--- config.mk ---
export PLATFORM = sky130hd
export DESIGN_NAME = pwm_capture
export DESIGN_NICKNAME = d
export VERILOG_FILES = /design/src/rtl/pwm_capture_pkg.sv /design/src/rtl/pwm_duty_div.sv /design/src/rtl/pwm_capture.sv
export SDC_FILE = /design/constraint.sdc
export NUM_CORES = 1
export LEC_CHECK = 0
export CAP_MARGIN = 20
export CORE_MARGIN = 8
export CORE_UTILIZATION = 60
export DETAILED_ROUTE_END_ITERATION = 10
export PLACE_DENSITY = 0.82
export RECOVER_POWER = 50
export SYNTH_ARGS = -nofsm -noshare
export SYNTH_HDL_FRONTEND = slang
export SYNTH_SLANG_ARGS = --single-unit
export TNS_END_PERCENT = 50
--- constraint.sdc ---
create_clock -name clk -period 7.7 [get_ports clk]
set_input_delay 1.54 -clock clk [delete_from_list [all_inputs] [get_ports clk]]
set_output_delay 1.54 -clock clk [all_outputs]
set_load 0.01 [all_outputs]
--- src/rtl/pwm_capture_pkg.sv ---
// pwm_capture shared definitions.
// FSM encoding and duty width shared with the PWM generator.
package pwm_capture_pkg;

  localparam int DUTY_W        = 16;
  localparam int DUTY_PREC_DEF = 1000;

  typedef enum logic [1:0] {
    ST_ARM       = 2'd0,
    ST_WAIT_RISE = 2'd1,
    ST_HIGH      = 2'd2,
    ST_LOW       = 2'd3
  } cap_state_t;

endpackage

--- src/rtl/pwm_duty_div.sv ---
// pwm_duty_div: restoring divider, one quotient bit per cycle.
// busy covers the load, the iterations and the done cycle.
module pwm_duty_div #(
  parameter int NUM_W = 48,
  parameter int DEN_W = 32,
  parameter int Q_W   = 16
) (
  input  logic             clk,
  input  logic             rst,
  input  logic             start,
  input  logic             abort,
  input  logic [NUM_W-1:0] num,
  input  logic [DEN_W-1:0] den,
  output logic             busy,
  output logic             done,
  output logic [Q_W-1:0]   quo
);

  localparam int CW = $clog2(Q_W + 1);

  logic [NUM_W-1:0] rem;
  logic [NUM_W-1:0] dsh;
  logic [NUM_W-1:0] rem_sub;
  logic [CW-1:0]    cnt;
  logic             fit;

  // trial subtraction of the shifted divisor
  always_comb begin
    fit     = rem >= dsh;
    rem_sub = rem - dsh;
  end

  // load, iterate MSB-first, then one done cycle
  always_ff @(posedge clk) begin
    if (rst || abort) begin
      busy <= 1'b0;
      done <= 1'b0;
      cnt  <= '0;
      rem  <= '0;
      dsh  <= '0;
      quo  <= '0;
    end else if (done) begin
      busy <= 1'b0;
      done <= 1'b0;
    end else if (cnt != '0) begin
      rem <= fit ? rem_sub : rem;
      quo <= {quo[Q_W-2:0], fit};
      dsh <= dsh >> 1;
      cnt <= cnt - CW'(1);
      if (cnt == CW'(1)) done <= 1'b1;
    end else if (start) begin
      busy <= 1'b1;
      rem  <= num;
      dsh  <= NUM_W'(den) << (Q_W - 1);
      quo  <= '0;
      cnt  <= CW'(Q_W);
    end
  end

endmodule

--- src/rtl/pwm_capture.sv ---
// pwm_capture: measures period, high time and duty of a PWM pin.
// Also flags a stuck line after TIMEOUT_CYC cycles without edges.
module pwm_capture import pwm_capture_pkg::*; #(
  parameter int CNT_W       = 32,
  parameter int DUTY_PREC   = DUTY_PREC_DEF,
  parameter int TIMEOUT_CYC = 50_000_000,
  parameter int SYNC_STAGES = 2
) (
  input  logic              clk,
  input  logic              rst,
  input  logic              pwm_in,
  output logic [CNT_W-1:0]  period_cyc,
  output logic [CNT_W-1:0]  high_cyc,
  output logic [DUTY_W-1:0] duty,
  output logic              meas_valid,
  output logic              busy,
  output logic              stuck,
  output logic              stuck_level
);

  localparam int NUM_W = CNT_W + DUTY_W;
  localparam int AW    = $clog2(SYNC_STAGES + 1);

  logic [SYNC_STAGES-1:0] sync;
  logic                   s_in, s_d;
  logic                   rise, fall, any_edge;
  logic [CNT_W-1:0]       idle_cnt;
  logic                   tmo;
  logic [AW-1:0]          arm_cnt;
  logic                   arm_done;
  cap_state_t             state, state_nx;
  logic                   cnt_start, per_inc, hi_inc, capture;
  logic [CNT_W-1:0]       per_cnt, hi_cnt;
  logic [CNT_W-1:0]       cap_per, cap_hi;
  logic                   div_start, div_busy, div_done;
  logic [DUTY_W-1:0]      div_quo;

  assign s_in     = sync[SYNC_STAGES-1];
  assign rise     = s_in & ~s_d;
  assign fall     = ~s_in & s_d;
  assign any_edge = rise | fall;
  assign tmo      = !any_edge &&
                    (idle_cnt == CNT_W'(TIMEOUT_CYC - 1));
  assign arm_done = arm_cnt == AW'(SYNC_STAGES);
  assign div_start = capture && !div_busy;
  assign busy     = div_busy;

  // input synchronizer and edge-detect delay
  always_ff @(posedge clk) begin
    if (rst) begin
      sync <= '0;
      s_d  <= 1'b0;
    end else begin
      sync <= {sync[SYNC_STAGES-2:0], pwm_in};
      s_d  <= s_in;
    end
  end

  // cycles since last edge, saturating
  always_ff @(posedge clk) begin
    if (rst || any_edge || tmo)
      idle_cnt <= '0;
    else if (idle_cnt != '1)
      idle_cnt <= idle_cnt + CNT_W'(1);
  end

  // ARM hold: let the synchronizer fill before trusting s_in
  always_ff @(posedge clk) begin
    if (rst || state != ST_ARM)
      arm_cnt <= '0;
    else if (!arm_done)
      arm_cnt <= arm_cnt + AW'(1);
  end

  // FSM state register
  always_ff @(posedge clk) begin
    if (rst) state <= ST_ARM;
    else     state <= state_nx;
  end

  // FSM next state; timeout overrides everything
  always_comb begin
    state_nx = state;
    if (tmo) begin
      state_nx = s_in ? ST_ARM : ST_WAIT_RISE;
    end else begin
      unique case (state)
        ST_ARM:       if (arm_done && !s_in) state_nx = ST_WAIT_RISE;
        ST_WAIT_RISE: if (rise) state_nx = ST_HIGH;
        ST_HIGH:      if (fall) state_nx = ST_LOW;
        ST_LOW:       if (rise) state_nx = ST_HIGH;
        default:      state_nx = ST_ARM;
      endcase
    end
  end

  // FSM outputs: counter control and capture strobe
  always_comb begin
    cnt_start = 1'b0;
    per_inc   = 1'b0;
    hi_inc    = 1'b0;
    capture   = 1'b0;
    if (!tmo) begin
      unique case (state)
        ST_WAIT_RISE: cnt_start = rise;
        ST_HIGH: begin
          per_inc = 1'b1;
          hi_inc  = !fall;
        end
        ST_LOW: begin
          per_inc   = !rise;
          capture   = rise;
          cnt_start = rise;
        end
        default: ;
      endcase
    end
  end

  // period and high counters, saturating
  always_ff @(posedge clk) begin
    if (rst) begin
      per_cnt <= '0;
      hi_cnt  <= '0;
    end else if (cnt_start) begin
      per_cnt <= CNT_W'(1);
      hi_cnt  <= CNT_W'(1);
    end else begin
      if (per_inc && per_cnt != '1)
        per_cnt <= per_cnt + CNT_W'(1);
      if (hi_inc && hi_cnt != '1)
        hi_cnt <= hi_cnt + CNT_W'(1);
    end
  end

  // hold the sample being divided until it is published
  always_ff @(posedge clk) begin
    if (rst) begin
      cap_per <= '0;
      cap_hi  <= '0;
    end else if (div_start) begin
      cap_per <= per_cnt;
      cap_hi  <= hi_cnt;
    end
  end

  pwm_duty_div #(
    .NUM_W (NUM_W),
    .DEN_W (CNT_W),
    .Q_W   (DUTY_W)
  ) u_div (
    .clk   (clk),
    .rst   (rst),
    .start (div_start),
    .abort (tmo),
    .num   (NUM_W'(hi_cnt) * NUM_W'(DUTY_PREC)),
    .den   (per_cnt),
    .busy  (div_busy),
    .done  (div_done),
    .quo   (div_quo)
  );

  // output registers; timeout beats a finishing division
  always_ff @(posedge clk) begin
    if (rst) begin
      period_cyc  <= '0;
      high_cyc    <= '0;
      duty        <= '0;
      meas_valid  <= 1'b0;
      stuck       <= 1'b0;
      stuck_level <= 1'b0;
    end else begin
      meas_valid <= 1'b0;
      if (tmo) begin
        stuck       <= 1'b1;
        stuck_level <= s_in;
        period_cyc  <= '0;
        high_cyc    <= '0;
        duty        <= s_in ? DUTY_W'(DUTY_PREC) : '0;
      end else if (div_done) begin
        period_cyc <= cap_per;
        high_cyc   <= cap_hi;
        duty       <= div_quo;
        meas_valid <= 1'b1;
        stuck      <= 1'b0;
      end
    end
  end

endmodule

==> results of run 1 <==
-- critical path: cells and delay by family --
| family | cells | cell delay [ns] |
|---|---|---|
| buffers and inverters | 3 | 3.22 |
| and+or+nand+nor | 2 | 1.22 |
-- cells by family (layout without fill, tap and decap cells) --
family,count (synthesis),in the layout,synth area share (%)
simple gates,914,914,17.9
xor+xnor,154,154,6.01
buf+inv,357,410,6.02
fa+ha+maj,258,258,18.4
compound gates,540,540,15.2
mux,83,83,3.70
flops,368,368,32.8
-- cell usage in the layout (no fill, tap or decap), types with 9 or more instances in the layout --
cell           instances
a21oi_1              209
a31oi_1               16
inv_1                233
ha_1                 139
nor2_1               347
fa_1                 119
clkbuf_1              11
a22oi_1               32
nand3_1               56
a211oi_1              21
and4_1                11
nand4_1               36
nand2b_1               9
mux2i_1               83
nand2_1              319
a311oi_1              39
a21o_1                43
xor2_1                53
dlygate4sd3_1         84
and3_1                17
o21bai_1              11
buf_4                 14
clkbuf_16             40
or3_1                 19
o21a_1                 9
nor4_1                12
o21ai_0               86
nor3_1                39
nor2b_1               11
dfxtp_1              367
o211ai_1              16
xnor2_1              101
-- metrics by stage --
step	cells	instance area, um2	utilization (%)	hold WS [ns]
global route	3201	25000	67.1	0.474
CTS	3201	25000	67.1	0.455
global placement	3129	23600	63.4	0.441
detailed placement	3129	23600	63.4	0.447
floorplan	2674	22400	-	0.414
finish	3201	25000	67.1	0.455
-- layer usage --
layer	global-route usage [%]	routed length, um	vias to the layer above
li1	-	-	9122
met1	32.7	24100	9055
met2	41.6	25900	593
met3	3.55	3360	121
met4	10.3	2000	0
met5	0	0	-
-- area by class of cell --
type / count / share of cell area (%)
well taps: 474 / 2.38
clock inverters: 19 / 1.10
multi-input cells: 1949 / 55.1
inverters: 234 / 3.52
clock buffers: 53 / 4.49
flip-flops and latches: 368 / 29.5
repair buffers: 104 / 3.91
-- registers in the layout (all words and copies together), names as in the netlist, 5 cells and up --
signal	cells
u_div.rem	48
u_div.dsh	47
cap_hi	32
cap_per	32
hi_cnt	32
high_cyc	32
idle_cnt	32
per_cnt	32
period_cyc	32
duty	16
u_div.quo	16
u_div.cnt	5
-- power groups by stage --
stage	registers (mW)	clock network (mW)	logic (mW)
6_report	2.28	2.02	4.19
5_1_grt	2.30	2.13	4.62
4_1_cts	2.27	2.06	4.10
3_5_place_dp	2.31	0	4.06
3_3_place_gp	2.30	0	3.97
2_1_floorplan	2.25	0	3.16
-- worst paths after layout --
path	slack (ns)	to	cells after the start	from
worst min register to register	0.46	u_div.rem[44]	2	u_div.rem[44]
worst max-delay path	2.10	hi_cnt[10]	5	rst
worst min-delay path	0.46	u_div.rem[44]	2	u_div.rem[44]
worst max register to register	2.12	u_div.rem[36]	16	hi_cnt[7]
==> summary.md, run 1 <==
| Metric | Value |
|---|---|
| Status | `finished with violations` |
| Failing checks | `max-capacitance violations, max-slew violations` |
| Vias per cell | `5.90` |
| Pleak | `9.84 nW` |
| Hold-fix buffers, CTS | `0` |
| CP max-delay cell | `clkbuf_1` |
| Synth Flop Type | `dfxtp_1` |
| Period utilization | `72.7%` |
| Final setup violation count | `0` |
| Yosys warning total | `0` |
| Die Wd | `209 um` |
| Max IR drop VDD | `298 uV` |
| Worst EP required | `8.14 ns` |
| Worst Hold Class | `reg -> reg` |
| Vias post-DR | `18891` |
| Core ar. | `0.0372 mm2` |
| Final WL | `55.4 mm` |
| CTS H-tree depth | `2` |
| Setup WS post-layout | `2.10 ns` |
| Startpoint types | `input pin` |
| Reg power frac | `26.8%` |
| Die Height | `209 um` |
| Clk slew on worst S/H paths | `0.06 ns` |
| Syn avg cell area | `8.39 um2` |
| Sequential share of the synthesized area | `32.8%` |
| Area Overhead vs Synth | `11.2%` |
| Largest net degree at the start of global routing | `78` |
| Multi-input gate area | `0.0137 mm2` |
| Switching power total | `3.68 mW` |
| Most Frequent Cell on Critical Path | `clkbuf_1` |
| Port-buffer cells | `86` |
| Initial Util | `60.3%` |
| Fraction of layout cells with a size suffix above 1 | `4.11%` |
| Post-synth EDFFs | `0` |
| I/O Pins | `87` |
| Row count | `71` |
| Clock buffer depth | `3` |
| Netlist cell types | `72` |
| First-pass GRT wire length | `93.0 mm` |
| Gr usage total | `25.1%` |
| CP arrival | `6.04 ns` |
| Root buffer cell | `clkbuf_16` |
| Top-count cell post-synth | `dfxtp_1` |
| DP HPWL | `40.7 mm` |
| Syn Nets | `2935` |
| Grt ovf | `0` |
| Synth top area share | `32.8%` |
| Cts bufs inserted | `40` |
| Cell-internal power | `4.81 mW` |
| # diodes | `0` |
| Slew Viols, Final | `176` |
| Gpl congestion | `1.01` |
| Fillers | `2894` |
| # Max-Cap Violations | `3` |
| Synth Register Bits | `368` |
| Mapped Cells | `2674` |
| TritonCTS clock tree | `done` |
| Final clock skew | `0.0191 ns` |
| Worst slack, placed | `2.11 ns` |
| Post-CTS sizing | `0` |
| WS Path Type | `in -> reg` |
| Number of detailed-route iterations in the first pass | `6` |
| DRC | `0` |
| Worst skew pair latency | `0.58 ns` |
| Power, Total | `8.49 mW` |
| Initial antenna violation count | `0` |
| Synth area leaders | `dfxtp_1, fa_1, ha_1` |
| Sum Neg Setup Slack | `0 ns` |
| Largest stage delay, worst path | `1.74 ns` |
| Vias in the first global route | `18800` |
| Synthesized area | `0.0224 mm2` |
| Relative slew slack | `-108%` |
| Switching power share of the total | `43.3%` |
| Drt wl/cell | `17.3 um` |
| Hold Fails Final Rpt | `0` |
| Nets | `2958` |
| Fmax | `0.179 GHz` |
| RSZ-0062 raised after global routing | `false` |
| Setup bufs post-CTS | `0` |
| CP Capture Type | `flip-flop` |
| Top cells by count, synth | `dfxtp_1, nor2_1, nand2_1, inv_1, a21oi_1` |
| CP cell instances | `clkbuf_1 -> clkbuf_1 -> nand2b_1 -> buf_4 -> nor2_1` |
| Register area | `0.00737 mm2` |
| Clock power share | `23.8%` |
| CTS Sinks | `368` |
| Largest fanout on the critical path | `48` |
| Die area | `0.0438 mm2` |
| Tmin final | `5.60 ns` |
| Routed Antenna Nets | `0` |
| Tightest Pin Transition | `3.12 ns` |
| Largest area contributor in the netlist | `dfxtp_1` |
| Power Dens Cells | `340 mW/mm2` |
| Comb pwr share | `49.4%` |
| Ys async rst share | `0%` |
| Iteration-0 DRC count of the detailed router | `1466` |
(Power assumes the default switching activity.)
==> run 2: changes to the inputs <==
- CORE_UTILIZATION: 60 -> 56
- PLACE_DENSITY: 0.82 -> 0.8
- clock period: 7.7 -> 4.7 ns (I/O delays scaled with it)
==> run 2 against run 1 <==
  * The flow finishes with violations (max-capacitance violations, max-slew violations, negative setup slack)
  * Sequential cell count unchanged
  * Final cell count increased by 6.1%
  * Die area grew 6.6%
  * First-iteration DRC count rose by 9.3%
==> summary.md, run 2 (synthesis results as in run 1) <==
| Metric | Value |
|---|---|
| Tmin final | `4.75 ns` |
| Largest fanout on the critical path | `6 (-88%)` |
| Period utilization | `101%` |
| Worst Hold Class | `reg -> reg` |
| Die area | `0.0467 mm2 (+6.6%)` |
| Row count | `73 (+2.8%)` |
| Largest net degree at the start of global routing | `64 (-18%)` |
| Grt ovf | `0 (unchanged)` |
| Final setup violation count | `5 (+5)` |
| Drt wl/cell | `17.8 um (+2.8%)` |
| Final clock skew | `0.0361 ns (+0.0169 ns)` |
| Comb pwr share | `50.4% (+1.0 points)` |
| Port-buffer cells | `86 (unchanged)` |
| DRC | `0 (unchanged)` |
| Die Wd | `216 um (+3.2%)` |
| Largest stage delay, worst path | `0.56 ns (-1.18 ns)` |
| Dpl cells | `3308 (+5.7%)` |
| Initial antenna violation count | `2 (+2)` |
| Initial Util | `56.6% (-3.7 points)` |
| Clock buffer depth | `3 (unchanged)` |
| Worst EP required | `5.16 ns (-2.98 ns)` |
| Final WL | `60.4 mm (+9.1%)` |
| Fillers | `3176 (+9.7%)` |
| Fmax | `0.211 GHz` |
| Power, Total | `14.2 mW (+67%)` |
| Worst skew pair latency | `0.60 ns (+0.02 ns)` |
| Area Overhead vs Synth | `18.4%` |
| Hold Path Cell Cnt | `2 (unchanged)` |
| Status | `finished with violations` |
| Layout Cells excl Fill | `3396 (+6.1%)` |
| Startpoint types | `flip-flop` |
| Leading cell types in the layout, fill and taps excluded | `dfxtp_1, nor2_1, nand2_1` |
| CP arrival | `5.20 ns (-0.84 ns)` |
| Relative slew slack | `-48.6% (+59 points)` |
| Largest register FFs | `48 (unchanged)` |
| Nets | `3102 (+4.9%)` |
| CTS H-tree depth | `2 (unchanged)` |
| Clk slew on worst S/H paths | `0.06 ns (about the same)` |
| Hold Fails Final Rpt | `0 (unchanged)` |
| Gpl congestion | `0.953 (-6.0%)` |
| Fraction of layout cells with a size suffix above 1 | `12.2% (+8.1 points)` |
| Switching power total | `6.23 mW (+69%)` |
| Vias post-DR | `19574 (+3.6%)` |
| First-pass GRT wire length | `97.8 mm (+5.2%)` |
| Pleak | `10.6 nW (+7.8%)` |
| Most flops, register | `u_div.rem` |
| Worst reg2reg path depth | `19 (+3)` |
| Commonest non-fill, non-tap cell in the layout | `dfxtp_1` |
| DP HPWL | `44.3 mm (+8.7%)` |
| Core ar. | `0.0396 mm2 (+6.5%)` |
| # diodes | `0 (unchanged)` |
| Vias in the first global route | `19583 (+4.2%)` |
| Hold-fix buffers, CTS | `0 (unchanged)` |
| Tightest Pin Transition | `2.23 ns (-0.890 ns)` |
| CTS Sinks | `368 (unchanged)` |
| Slew Viols, Final | `48 (-73%)` |
| Gr usage total | `24.9% (-0.20 points)` |
| Switching power share of the total | `43.9% (+0.59 points)` |
| Setup WS post-layout | `-0.0463 ns (-2.15 ns)` |
| CP max-delay cell | `fa_1` |
| Power Dens Cells | `533 mW/mm2 (+57%)` |
| TritonCTS clock tree | `done` |
| Cts bufs inserted | `41 (+2.5%)` |
| Die Height | `216 um (+3.2%)` |
| Number of detailed-route iterations in the first pass | `5 (-1)` |
| Max IR drop VDD | `555 uV (+86%)` |
| Iteration-0 DRC count of the detailed router | `1602 (+9.3%)` |
| Largest registers | `u_div.rem (48), u_div.dsh (47)` |
| Clock power share | `23.2% (-0.6 points)` |
| Failing checks | `max-capacitance violations, max-slew violations, negative setup slack` |
| Cell-internal power | `7.94 mW (+65%)` |
| Reg power frac | `26.4% (-0.4 points)` |
| Vias per cell | `5.76 (-2.3%)` |
| Routed Antenna Nets | `0 (unchanged)` |
| I/O Pins | `87 (unchanged)` |
| WS Path Type | `reg -> reg` |
| RSZ-0062 raised after global routing | `true` |
| # Max-Cap Violations | `1 (-2)` |
| CP cell instances | `buf_4 -> buf_4 -> ha_1 -> inv_1 -> fa_1 -> fa_1 -> fa_1 -> inv_1 -> ha_4 -> nand3_2 -> o211ai_1 -> nor3_2 -> a21o_1 -> o41ai_2 -> buf_4 -> nor2_2 -> o21ai_2 -> xnor2_1 -> a2111oi_1` |
| CP Capture Type | `flip-flop` |
| Root buffer cell | `clkbuf_16` |
run 2: layer usage:
layer,part of all wire [%],wire length (um),vias to the layer above,GRT usage [%]
li1,-,-,9405,-
met1,42,25500,9461,30.6
met2,48,29300,545,42.9
met3,5.5,3300,159,4.53
met4,3.8,2310,4,9.54
met5,0.041,25,-,0
run 2: area by class of cell:
| type | instances | area [um2] | area share, % |
|---|---|---|---|
| clock buffers | 55 | 1180 | 4.44 |
| well taps | 525 | 657 | 2.47 |
| clock inverters | 18 | 215 | 0.810 |
| flip-flops and latches | 368 | 7390 | 27.8 |
| repair buffers | 247 | 2090 | 7.87 |
| multi-input cells | 1949 | 14100 | 53.3 |
| inverters | 234 | 886 | 3.33 |
run 2: path summary, 6_finish.rpt:
kind | start | end | slack [ns]
setup / recovery | hi_cnt[9] | u_div.rem[36] | -0.05
hold / removal | cap_per[16] | cap_per[16] | 0.46
setup reg to reg | hi_cnt[9] | u_div.rem[36] | -0.05
hold reg to reg | cap_per[16] | cap_per[16] | 0.46
run 2: repair_timing:
item	in CTS	in global routing
setup buffers	3	12
gates resized for setup	27	92
pin swaps	19	64
setup endpoints to repair	14	21
run 2: through the flow:
| stage | setup TNS [ns] | hold WS (ns) | worst slack (ns) | area, um2 | utilization, % |
|---|---|---|---|---|---|
| after floorplan | -0.0454 | 0.414 | -0.0311 | 22500 | - |
| after global placement | -0.642 | 0.435 | -0.199 | 24600 | 62.1 |
| after detailed placement | -1.87 | 0.447 | -0.356 | 24700 | 62.2 |
| after CTS | -0.0580 | 0.456 | -0.0375 | 26200 | 66.1 |
| after global routing | -2.31 | 0.464 | -0.237 | 26600 | 67.0 |
| final | -0.162 | 0.455 | -0.0463 | 26600 | 67.0 |
run 2: power groups by stage:
stage | registers, mW | logic, mW | clock network (mW)
finish | 3.74 | 7.14 | 3.29
global route | 3.78 | 7.79 | 3.48
CTS | 3.74 | 6.95 | 3.34
detailed placement | 3.80 | 6.89 | 0
global placement | 3.78 | 6.77 | 0
floorplan | 3.69 | 5.17 | 0
run 2: critical path: cells and delay by family (launching register included):
kind            cells  cell delay [ns]
compound gates      5             1.29
xor+xnor            1             0.09
fa+ha+maj           5             2.09
buf+inv             5             0.59
flops               1             0.33
simple gates        3             0.22
==> run 3: changes to the inputs <==
- SKIP_CTS_REPAIR_TIMING: default -> 1
==> run 3 against run 2 <==
  * The flow still finishes with violations (max-capacitance violations, max-slew violations, negative setup slack)
  * Power about the same
  * Worst setup slack got worse by 0.15 ns
  * Non-clock buffer count grew 1
  * Routed wire length stayed put
  * Register-to-register slack got worse by 0.15 ns
  * Critical path type unchanged
  * Critical endpoint unchanged
==> summary.md, run 3 (synthesis results as in run 1) <==
| Metric | Value |
|---|---|
| Status | `finished with violations` |
| Failing checks | `max-capacitance violations, max-slew violations, negative setup slack` |
| Port-buffer cells | `86 (unchanged)` |
| CP max-delay cell | `fa_1` |
| Relative slew slack | `-48.1% (+0.56 points)` |
| Fmax | `0.204 GHz (-3.1%)` |
| Largest net degree at the start of global routing | `64 (unchanged)` |
| Final setup violation count | `6 (+1)` |
| CP Capture Type | `flip-flop` |
| Met3 Use GR | `4.32% (-0.21 points)` |
| Hold Fails Final Rpt | `0 (unchanged)` |
| CTS Sinks | `368 (unchanged)` |
| Period utilization | `104% (+3.2 points)` |
| Met2 usage in global routing | `42.7% (-0.27 points)` |
| Final Core Density | `67.1% (+0.076 points)` |
| Comb pwr share | `50.4% (about the same)` |
| Worst EP required | `5.15 ns (about the same)` |
| Most flops, register | `u_div.rem` |
| Clk slew on worst S/H paths | `0.06 ns (about the same)` |
| DRC | `0 (unchanged)` |
| Largest register FFs | `48 (unchanged)` |
| Row count | `73 (unchanged)` |
| Fraction of layout cells with a size suffix above 1 | `12.5% (+0.24 points)` |
| Number of detailed-route iterations in the first pass | `8 (+3)` |
| Gr usage total | `24.7% (-0.16 points)` |
| Fillers | `3174 (-0.063%)` |
| CP cell instances | `inv_4 -> buf_4 -> fa_1 -> fa_1 -> fa_1 -> fa_1 -> inv_2 -> ha_4 -> buf_12 -> nand3_2 -> o211ai_1 -> nor3_2 -> a21o_1 -> o41ai_2 -> buf_4 -> nor2_2 -> o21ai_1 -> xnor2_1 -> a2111oi_1` |
| Pleak | `10.6 nW (about the same)` |
| Slew Viols, Final | `48 (unchanged)` |
| Cts bufs inserted | `41 (unchanged)` |
| Power Dens Cells | `532 mW/mm2 (-0.18%)` |
| CTS H-tree depth | `2 (unchanged)` |
| Area Overhead vs Synth | `18.5%` |
| CP arrival | `5.34 ns (+0.14 ns)` |
| Vias post-DR | `19534 (-0.20%)` |
| Clock buffer depth | `3 (unchanged)` |
| Switching power total | `6.21 mW (-0.19%)` |
| Dpl cells | `3308 (unchanged)` |
| Switching power share of the total | `43.9% (-0.054 points)` |
| Final clock skew | `0.0364 ns (+0.000327 ns)` |
| Layout Cells excl Fill | `3397 (+0.029%)` |
| Final WL | `60.4 mm (unchanged)` |
| Multi-input gate area | `0.0142 mm2 (+0.19%)` |
| Initial antenna violation count | `1 (-1)` |
| Largest stage delay, worst path | `0.53 ns (-0.03 ns)` |
| # Max-Cap Violations | `1 (unchanged)` |
| Register area | `0.00739 mm2 (about the same)` |
| CP delay by family, top | `adder cells` |
| Die Height | `216 um (unchanged)` |
| WS Path Type | `reg -> reg` |
| Routed Antenna Nets | `0 (unchanged)` |
| Tightest Pin Transition | `2.22 ns (-0.00846 ns)` |
| # diodes | `0 (unchanged)` |
| Die Wd | `216 um (unchanged)` |
| Setup WS post-layout | `-0.197 ns (-0.151 ns)` |
| Reg power frac | `26.5% (about the same)` |
| Die area | `0.0467 mm2 (unchanged)` |
| Commonest non-fill, non-tap cell in the layout | `dfxtp_1` |
| First-pass GRT wire length | `97.1 mm (-0.64%)` |
| Nets | `3103 (+0.032%)` |
| Iteration-0 DRC count of the detailed router | `1501 (-6.3%)` |
| Buf+Inv Stages, Crit Path | `5 (unchanged)` |
| Clock power share | `23.2% (about the same)` |
| Max IR drop VDD | `560 uV (+0.96%)` |
| Origin of the critical flop-to-flop path | `hi_cnt[8]` |
| TritonCTS clock tree | `done` |
| Grt ovf | `0 (unchanged)` |
| Vias per cell | `5.75 (-0.23%)` |
| Largest registers | `u_div.rem (48), u_div.dsh (47)` |
| Most Frequent Cell on Critical Path | `fa_1` |
| Startpoint types | `flip-flop` |
| I/O Pins | `87 (unchanged)` |
| Gpl congestion | `0.953 (unchanged)` |
| CP startpoint | `hi_cnt[8]` |
| RSZ-0062 raised after global routing | `true` |
| Vias in the first global route | `19448 (-0.69%)` |
| Leading cell types in the layout, fill and taps excluded | `dfxtp_1, nor2_1, nand2_1` |
| Largest fanout on the critical path | `4 (-2)` |
| Worst Hold Class | `reg -> reg` |
| Root buffer cell | `clkbuf_16` |
| Worst skew pair latency | `0.59 ns (about the same)` |
| Met1 usage | `30.6% (about the same)` |
| Drt wl/cell | `17.8 um (about the same)` |
| Tmin final | `4.90 ns (+0.151 ns)` |
| Global route hottest layer | `met2` |
| Hold Crit Start | `cap_per[16]` |
| Core ar. | `0.0396 mm2 (unchanged)` |
| R2R Setup Slk | `-0.20 ns (-0.15 ns)` |
| Cell-internal power | `7.95 mW (about the same)` |
| DP HPWL | `44.3 mm (unchanged)` |
| Initial Util | `56.6% (unchanged)` |
run 3: worst paths after layout:
| path | to | cells past startpoint |
|---|---|---|
| setup / recovery | u_div.rem[36] | 19 |
| hold reg to reg | cap_per[16] | 2 |
| hold / removal | cap_per[16] | 2 |
| setup reg to reg | u_div.rem[36] | 19 |
run 3: cell type report:
| class | count | area share (%) |
|---|---|---|
| clock buffer | 55 | 4.44 |
| clock inverter | 18 | 0.809 |
| inverter | 234 | 3.33 |
| multi-input combinational | 1949 | 53.3 |
| sequential | 368 | 27.8 |
| tap | 525 | 2.47 |
| timing repair buffer | 248 | 7.87 |
run 3: worst register-to-register path: stages (launching register included):
cell	delay [ns]
dfxtp_2	0.35
inv_4	0.04
buf_4	0.13
fa_1	0.53
fa_1	0.44
fa_1	0.50
fa_1	0.51
inv_2	0.05
ha_4	0.28
buf_12	0.11
nand3_2	0.05
o211ai_1	0.30
nor3_2	0.11
a21o_1	0.23
o41ai_2	0.25
buf_4	0.21
nor2_2	0.05
o21ai_1	0.15
xnor2_1	0.10
a2111oi_1	0.36
run 3: metrics by stage:
stage	setup slack (ns)	total power, mW	TNS [ns]	hold WS (ns)	cell area [um2]
floorplan	-0.0311	8.86	-0.0454	0.414	22500
global placement	-0.199	10.6	-0.642	0.435	24600
detailed placement	-0.356	10.7	-1.87	0.447	24700
CTS	-0.394	14.0	-2.29	0.456	26100
global route	-0.367	15.0	-2.97	0.464	26600
finish	-0.197	14.2	-0.431	0.455	26600
run 3: routing by layer:
metal  vias up  share of wire, %
met5         -             0.018
met4         2               3.7
met3       153               5.3
met2       500                49
met1      9473                42
li1       9406                 -
run 3: power by group through the flow:
| stage | clock network [mW] | registers (mW) | logic (mW) |
|---|---|---|---|
| finish | 3.28 | 3.75 | 7.13 |
| floorplan | 0 | 3.69 | 5.17 |
| CTS | 3.34 | 3.74 | 6.95 |
| global placement | 0 | 3.78 | 6.77 |
| detailed placement | 0 | 3.80 | 6.89 |
| global route | 3.47 | 3.78 | 7.79 |
